`config.mk`:
```
export PLATFORM = sky130hd
export DESIGN_NAME = signed_vector_scalar_mul_pipe
export DESIGN_NICKNAME = d
export VERILOG_FILES = /design/src/rtl/svsm_pkg.sv /design/src/rtl/sm_fixed_mul.sv /design/src/rtl/signed_vector_scalar_mul_pipe.sv
export SDC_FILE = /design/constraint.sdc
export NUM_CORES = 2
export LEC_CHECK = 0
export ABC_AREA = 1
export CELL_PAD_IN_SITES_DETAIL_PLACEMENT = 1
export CELL_PAD_IN_SITES_GLOBAL_PLACEMENT = 1
export CORE_AREA = 4 4 292 294
export CTS_BUF_LIST = sky130_fd_sc_hd__clkbuf_8
export DETAILED_ROUTE_END_ITERATION = 8
export DIE_AREA = 0 0 296 298
export PLACE_DENSITY = 0.93
export SLEW_MARGIN = 0
export SYNTH_ARGS = -nofsm -noshare
export SYNTH_HDL_FRONTEND = slang
export SYNTH_SLANG_ARGS = --single-unit
```
`constraint.sdc`:
```
create_clock -name clk -period 7.1 [get_ports clk]
set_input_delay 1.065 -clock clk [delete_from_list [all_inputs] [get_ports clk]]
set_output_delay 1.065 -clock clk [all_outputs]
set_load 0.02 [all_outputs]
```
`src/rtl/svsm_pkg.sv`:
```
// Shared constants and element type for the signed vector-scalar multiplier.
// Elements are sign-magnitude fixed point: {sign, INT_W integer bits, FRAC_W fraction bits}.
package svsm_pkg;

  localparam int unsigned INT_W_D    = 8;
  localparam int unsigned FRAC_W_D   = 10;
  localparam int unsigned CHANNELS_D = 3;

  // Magnitude width and full element width for the default configuration
  localparam int unsigned MW = INT_W_D + FRAC_W_D;
  localparam int unsigned EW = 1 + MW;

  typedef struct packed {
    logic          sign;
    logic [MW-1:0] mag;
  } sm_elem_t;

endpackage

```
`src/rtl/sm_fixed_mul.sv`:
```
// One channel of the sign-magnitude multiplier: S1 holds the raw product and
// sign, S2 holds the shifted/saturated result.
// Optional feature: define SVSM_ROUND_EN to round half up on the magnitude
// before the fraction bits are dropped; otherwise they are truncated.
module sm_fixed_mul #(
  parameter int unsigned INT_W  = 8,
  parameter int unsigned FRAC_W = 10
) (
  input  logic                    clk,
  input  logic                    rst,
  input  logic                    en,
  input  logic [INT_W+FRAC_W:0]   a,
  input  logic [INT_W+FRAC_W:0]   b,
  output logic [INT_W+FRAC_W:0]   res,
  output logic                    ovf
);

  localparam int unsigned MW = INT_W + FRAC_W;
  localparam int unsigned PW = 2 * MW;
  localparam int unsigned SW = PW + 1;

`ifdef SVSM_ROUND_EN
  localparam logic [SW-1:0] RND = SW'(1) << (FRAC_W - 1);
`else
  localparam logic [SW-1:0] RND = '0;
`endif

  logic [PW-1:0] s1_prod;
  logic          s1_sign;

  logic [SW-1:0] sum_c;
  logic [SW-1:0] shf_c;
  logic [MW-1:0] mag_c;
  logic          ovf_c;
  logic          sign_c;

  // S1: full unsigned magnitude product and XOR of the signs
  always_ff @(posedge clk) begin
    if (rst) begin
      s1_prod <= '0;
      s1_sign <= 1'b0;
    end else if (en) begin
      s1_prod <= PW'(a[MW-1:0]) * PW'(b[MW-1:0]);
      s1_sign <= a[MW] ^ b[MW];
    end
  end

  // Round (optional), drop fraction bits, saturate, and suppress negative zero
  always_comb begin
    sum_c  = SW'(s1_prod) + RND;
    shf_c  = sum_c >> FRAC_W;
    ovf_c  = |shf_c[SW-1:MW];
    mag_c  = ovf_c ? '1 : shf_c[MW-1:0];
    sign_c = s1_sign && (mag_c != '0);
  end

  // S2: registered result element and saturation flag
  always_ff @(posedge clk) begin
    if (rst) begin
      res <= '0;
      ovf <= 1'b0;
    end else if (en) begin
      res <= {sign_c, mag_c};
      ovf <= ovf_c;
    end
  end

endmodule

```
`src/rtl/signed_vector_scalar_mul_pipe.sv`:
```
// Two-stage pipelined multiply of a sign-magnitude vector by a sign-magnitude
// scalar with per-channel saturation flags and a sticky overflow indicator.
// Optional feature: define SVSM_ROUND_EN to round half up instead of truncating.
module signed_vector_scalar_mul_pipe
  import svsm_pkg::*;
#(
  parameter int unsigned INT_W    = INT_W_D,
  parameter int unsigned FRAC_W   = FRAC_W_D,
  parameter int unsigned CHANNELS = CHANNELS_D
) (
  input  logic                                  clk,
  input  logic                                  rst,
  input  logic                                  in_valid,
  output logic                                  in_ready,
  input  logic [INT_W+FRAC_W:0]                 in_scalar,
  input  logic [CHANNELS*(1+INT_W+FRAC_W)-1:0]  in_vector,
  output logic                                  out_valid,
  input  logic                                  out_ready,
  output logic [CHANNELS*(1+INT_W+FRAC_W)-1:0]  out_vector,
  output logic [CHANNELS-1:0]                   out_ovf,
  output logic                                  ovf_sticky
);

  localparam int unsigned ELEM_W = 1 + INT_W + FRAC_W;

  logic en;
  logic s1_valid;

  // Whole pipeline advances whenever the output slot is empty or being drained
  assign en       = !out_valid || out_ready;
  assign in_ready = en;

  // Valid bits travel with the data; bubbles are kept, not collapsed
  always_ff @(posedge clk) begin
    if (rst) begin
      s1_valid  <= 1'b0;
      out_valid <= 1'b0;
    end else if (en) begin
      s1_valid  <= in_valid;
      out_valid <= s1_valid;
    end
  end

  // Sticky overflow set by any delivered result carrying a saturated channel
  always_ff @(posedge clk) begin
    if (rst) begin
      ovf_sticky <= 1'b0;
    end else if (out_valid && out_ready && (|out_ovf)) begin
      ovf_sticky <= 1'b1;
    end
  end

  // Channel 0 sits in the MSBs of both vectors and of out_ovf
  for (genvar ch = 0; ch < CHANNELS; ch++) begin : g_ch
    sm_fixed_mul #(
      .INT_W  (INT_W),
      .FRAC_W (FRAC_W)
    ) u_mul (
      .clk (clk),
      .rst (rst),
      .en  (en),
      .a   (in_scalar),
      .b   (in_vector[(CHANNELS-1-ch)*ELEM_W +: ELEM_W]),
      .res (out_vector[(CHANNELS-1-ch)*ELEM_W +: ELEM_W]),
      .ovf (out_ovf[CHANNELS-1-ch])
    );
  end

endmodule

```
==> reports/qor.csv <==
metric;value;unit
status;finished, final reports clean;
final.setup.tns;0;ns
fin_cells;6568;
detail_route.wl_per_cell;21.9;microns
cts_buffer_depth;2;
fin_skew;0.0152;ns
gp_congestion;0.935;
rsz0062_at_grt;no;
die_y;298;microns
cp_max_fo;10;
yosysTopAreaCell;fa_1;
ios;143;
setup.worst_path.start_class;input port;
ys_seq_area_frac;0.0733;
yosys_warnings;0;
hpwl;121000;microns
globalRouteMet1Util;0.362;
async_flop_share;0;
grt_pass1_wl;228000;microns
maxCapViolCount;0;
synthTopCellsByArea;fa_1 39%, inv_1 16%, nand2_1 14%, ha_1 10%, dfxtp_1 7.3%;
synth-seq-cells;144;
route.detailed.drc;0;
die-area;88200;sq um
cts_resized;0;
cts.sinks;144;
clockRootBuffer;clkbuf_8;
grt.busiest_layer;met2;
arrival;7.24;ns
syn_avg_cell_area;7.25;sq um
globalRouteMet2Util;0.594;
grt_max_degree;85;
setup_viol;0;
grt_overflow;0;
routed_wl;144000;microns
grt_pass1_vias;42700;
final_common_cell;inv_1;
cts.clk_slew.worst_paths;0.09;ns
synthCells;5422;
yosys.area_share.simple;0.184;
num_vias;35700;
fp-row-count;106;
synth_compound_area_frac;0.0533;
core-area;82900;sq um
port_buffers;142;
period_share;0.963;
dieWidth;296;microns
ctsHoldBuffers;0;
cts_max_level;4;
antenna_found_initial;7;
grt.met3_usage;0.0534;
numCtsBuffers;17;
finalHoldViolations;0;
cts_tree;done;
path_buf_inv;8;
synth_top_area_frac;0.388;
synth_nets;6585;
maxSlewHeadroom;0.274;
nets;6636;
worstSetupPathType;in2reg;
via_per_inst;5.44;
cp-end-kind;flop;
cpPeakStageDelay;0.79;ns
worstMarginPinSlew;1.09;ns
grtUsageTotal;0.332;
syn-cell-area;39300;sq um
report.final.slew_viol_count;0;
min_path_type;reg2reg;
synth_top_family_by_area;adder cells;
drive_above_1_share;0.0461;
mostFrequentLayoutCells;1720 x inv_1, 1455 x nand2_1, 762 x fa_1;
synth-xor-area-share;0.00824;
clk_latency;0.50;ns
whs;0.474;ns
cts_setup_buffers;0;
cp_slowest_cell;clkdlybuf4s50_1;
ys.flop_type;dfxtp_1;
crit_family;adder cells;
place_inst;6534;
area_growth_syn_to_layout;8.81;%
drt.antenna.violating_nets;0;
synth_mux_area_frac;0;
required;7.50;ns
floorplan.initialDensity;0.474;
detail_route.iter0.violations;2070;
synth_fa_ha_area_frac;0.490;
first_pass_iters;5;
synth-edff-count;0;
yosysUniqueCellTypes;38;
timing.fmax;146;MHz
post-route-min-period;6.84;ns
cell families (layout without fill, tap and decap cells):
group,after synthesis,in the layout
AO/OA/AOI/OAI,356,356
XOR/XNOR,37,37
adder cells (fa/ha/maj),1083,1083
buffers and inverters,1986,2047
flip-flops,144,144
other,0,5
AND/OR/NAND/NOR,1816,1816
cell usage after synthesis (31+ instances only):
cell type  number
a21oi_1       115
clkbuf_1      220
dfxtp_1       144
fa_1          762
ha_1          321
inv_1        1720
nand2_1      1455
nand3_1       120
nor2_1        147
o21ai_0       119
o21bai_1       36
o221ai_1       51
xor2_1         31
per-stage QoR:
stage           util  area [sq um]  setup WS (ns)
2_1_floorplan      -         39300          0.972
3_3_place_gp   0.511         42400          0.200
3_5_place_dp   0.511         42400        -0.0847
4_1_cts        0.516         42800          0.405
5_1_grt        0.516         42800         0.0890
6_report       0.516         42800          0.261
layout make-up:
class / instances / area, sq um
Inverter: 1724 / 6480
Clock inverter: 10 / 115
Multi-Input combinational cell: 3292 / 28900
Sequential cell: 144 / 2880
Clock buffer: 19 / 262
Tap cell: 1080 / 1350
Antenna cell: 5 / 12.5
Fill cell: 10700 / 40100
Timing Repair Buffer: 294 / 2740
state kept, by name (all words and copies together), names as in the netlist:
name	cells
g_ch.u_mul.s1_prod	78
g_ch.u_mul.res	57
g_ch.u_mul.ovf	3
g_ch.u_mul.s1_sign	3
out_valid	1
ovf_sticky	1
s1_valid	1
layer usage:
layer | wire length [microns] | vias to the layer above
li1 | - | 15500
met1 | 50300 | 18100
met2 | 73200 | 1522
met3 | 9340 | 703
met4 | 10800 | 6
met5 | 34 | -
path summary, 6_finish.rpt:
| kind | start | end | slack, ns | depth (start not counted) |
|---|---|---|---|---|
| worst min-delay path | g_ch[1].u_mul.res[18] | g_ch[1].u_mul.res[18] | 0.47 | 2 |
| worst min register to register | g_ch[1].u_mul.res[18] | g_ch[1].u_mul.res[18] | 0.47 | 2 |
| worst max register to register | out_valid | g_ch[0].u_mul.res[13] | 3.25 | 9 |
| worst max-delay path | in_vector[46] | g_ch[0].u_mul.s1_prod[34] | 0.26 | 25 |
worst reg2reg max path, stage by stage, from the launching register on:
cell and delay, ns:
dfxtp_1 0.33, inv_1 0.10, nor2_4 0.03, buf_4 0.31
inv_6 0.42, buf_4 0.66, buf_4 0.80, nand2_2 0.49
o221ai_1 0.47, inv_1 0.10
Power is not shown: default switching activity piles up to over one toggle a cycle in this logic, so the estimate is an artifact.
==> edit: new RTL, same flow settings <==
Build with the macro `SVSM_ROUND_EN` defined.
--- a/src/rtl/sm_fixed_mul.sv
+++ b/src/rtl/sm_fixed_mul.sv
@@ -3,4 +3,6 @@
 // Optional feature: define SVSM_ROUND_EN to round half up on the magnitude
 // before the fraction bits are dropped; otherwise they are truncated.
+`define SVSM_ROUND_EN
+
 module sm_fixed_mul #(
   parameter int unsigned INT_W  = 8,
Behaviour: not the same (a bounded check fails within 4 cycles, from zero or initial values and one cycle with rst high).
==> edit against the unedited design <==
Setup slack got worse by 190 ps; via count increased by 8.4%; final area increased by 5.5%; wire length increased by 9.7%; synthesized area increased by 4.7%; sequential cell count increased by 3; core utilization increased by 2.8 points.
Power is not shown: default switching activity piles up to over one toggle a cycle in this logic, so the estimate is an artifact.
==> edit: results (changes against the unedited design) <==
Cells and area
  – Nets: 6914 (+4.2%)
  – Proportion of layout cells with a drive suffix above 1: 6.01% (+1.4 points)
  – Fillers: 10617 (-0.76%)
  – Max reg flops: 81 (+3.8%)
  – Biggest regs: g_ch.u_mul.s1_prod x81, g_ch.u_mul.res x57

Placement
  – Placed Area: 44700 um^2 (+5.5%)
  – IO Port Bufs: 142 (unchanged)
  – Pre-CTS setup slack: -405 ps (-321 ps)
  – GPL Wtd Cong: 0.931 (-0.37%)
  – Inst Count DP: 6809 (+4.2%)
  – Final HPWL DP: 131 mm (+8.2%)

Setup path
  – Critical path peak fanout: 9 (-1)
  – Max stage delay on crit path: 810 ps (+20 ps)

Detailed routing
  – Post-Route WL: 158 mm (+9.7%)
  – First DRT Iteration DRCs: 2722 (+31%)
  – Post-DR vias/cell: 5.66 (+4.0%)
  – Met3 WL: 9.97 mm (+6.8%)
  – WL met1: 53.4 mm (+6.0%)
  – Wire per inst: 23.0 um (+5.3%)
  – Max layer used: met4
  – Drt first pass iters: 5 (unchanged)
  – Routed wl met2: 79.7 mm (+8.9%)

GRT
  – Number of global-route vias before repair: 45793 (+7.3%)
  – Met3 Track Usage GR: 5.88% (+0.54 points)
  – First-pass GRT wire length: 249 mm (+9.3%)
  – Initial antenna violation count: 3 (-4)
  – Gr usage total: 36.4% (+3.2 points)
  – Met2 Track Usage GR: 64.9% (+5.5 points)
  – M1 GR Usage: 38.1% (+2.0 points)
  – Pin count of the biggest net entering global routing: 96 (+13%)

Outcome
  – Status: finished clean

Synthesis
  – Top post-synthesis cells by area: fa_1 37%, inv_1 15%, nand2_1 13%
  – Sequential cell area fraction in the yosys report: 7.15% (-0.18 points)
  – Post-synth top area share: 37.1% (-1.7 points)
  – Synth cell count leaders: 1650 x inv_1, 1438 x nand2_1, 762 x fa_1, 324 x ha_1, 239 x nor2_1
  – Synth cell types: 52 (+37%)
  – Post-Synthesis Cells: 5660 (+4.4%)
  – Synth Flop Type: dfxtp_1

CTS
  – Worst-Skew Late Latency: 520 ps (+20 ps)
  – Clk pin slew, worst setup/hold paths: 110 ps (+20 ps)

Timing
  – Clk_skew: 17.2 ps (+1.96 ps)
  – Slew at the pin closest to its max-slew limit: 924 ps (-165 ps)

Min path
  – Worst hold-check path type: reg -> reg
==> edit: cell count changes after synthesis, sizes merged, moves of 13 or more <==
cell / before / now
nor2: 159 / 263
nand3b: 0 / 13
o211ai: 4 / 54
o221ai: 51 / 16
nand4: 13 / 32
a21oi: 116 / 129
nand3: 120 / 175
o21bai: 36 / 53
nand2: 1479 / 1447
inv: 1724 / 1652
xnor2: 6 / 32
xor2: 31 / 52
==> edit: cell type report <==
class                      instances  area (um^2)  share of cell area, %
clock inverter                    13          116                  0.258
timing repair buffer             337         3260                   7.22
antenna                            3         7.51                 0.0166
tap                             1080         1350                   3.00
multi-input combinational       3593        31000                   68.6
clock buffer                      19          262                  0.580
inverter                        1652         6210                   13.8
sequential                       147         2940                   6.52
==> edit: final timing paths <==
kind,start,endpoint,depth (start not counted),slack (ps)
hold / removal,ovf_sticky,ovf_sticky,2,490
setup / recovery,in_vector[52],g_ch[0].u_mul.s1_prod[33],24,70
setup reg to reg,g_ch[0].u_mul.s1_prod[10],g_ch[0].u_mul.res[5],15,3940
hold reg to reg,ovf_sticky,ovf_sticky,2,490
==> edit: kinds of logic (layout without fill, tap and decap cells) <==
kind of cell    after synthesis  count (layout)  synth area share [%]
flops                       147             147                  7.15
compound gates              442             442                  6.68
fa+ha+maj                  1086            1086                  46.9
other cells                   0               3                     0
buf+inv                    1920            2021                  17.6
xor+xnor                     84              84                  1.79
simple gates               1981            1981                  19.8
==> edit: worst register-to-register path, stage by stage (launching register included) <==
cell      delay, ps
dfxtp_1         660
ha_1            340
nand2_1          80
nor2_1          140
nand2_2         120
nor2_4          200
nand2_1          70
nand2_1          90
nand2_1          70
nor2_1          130
nand2_1          90
nor2_2          180
and2_4          310
nand2_1         220
o21bai_1        260
inv_1            80
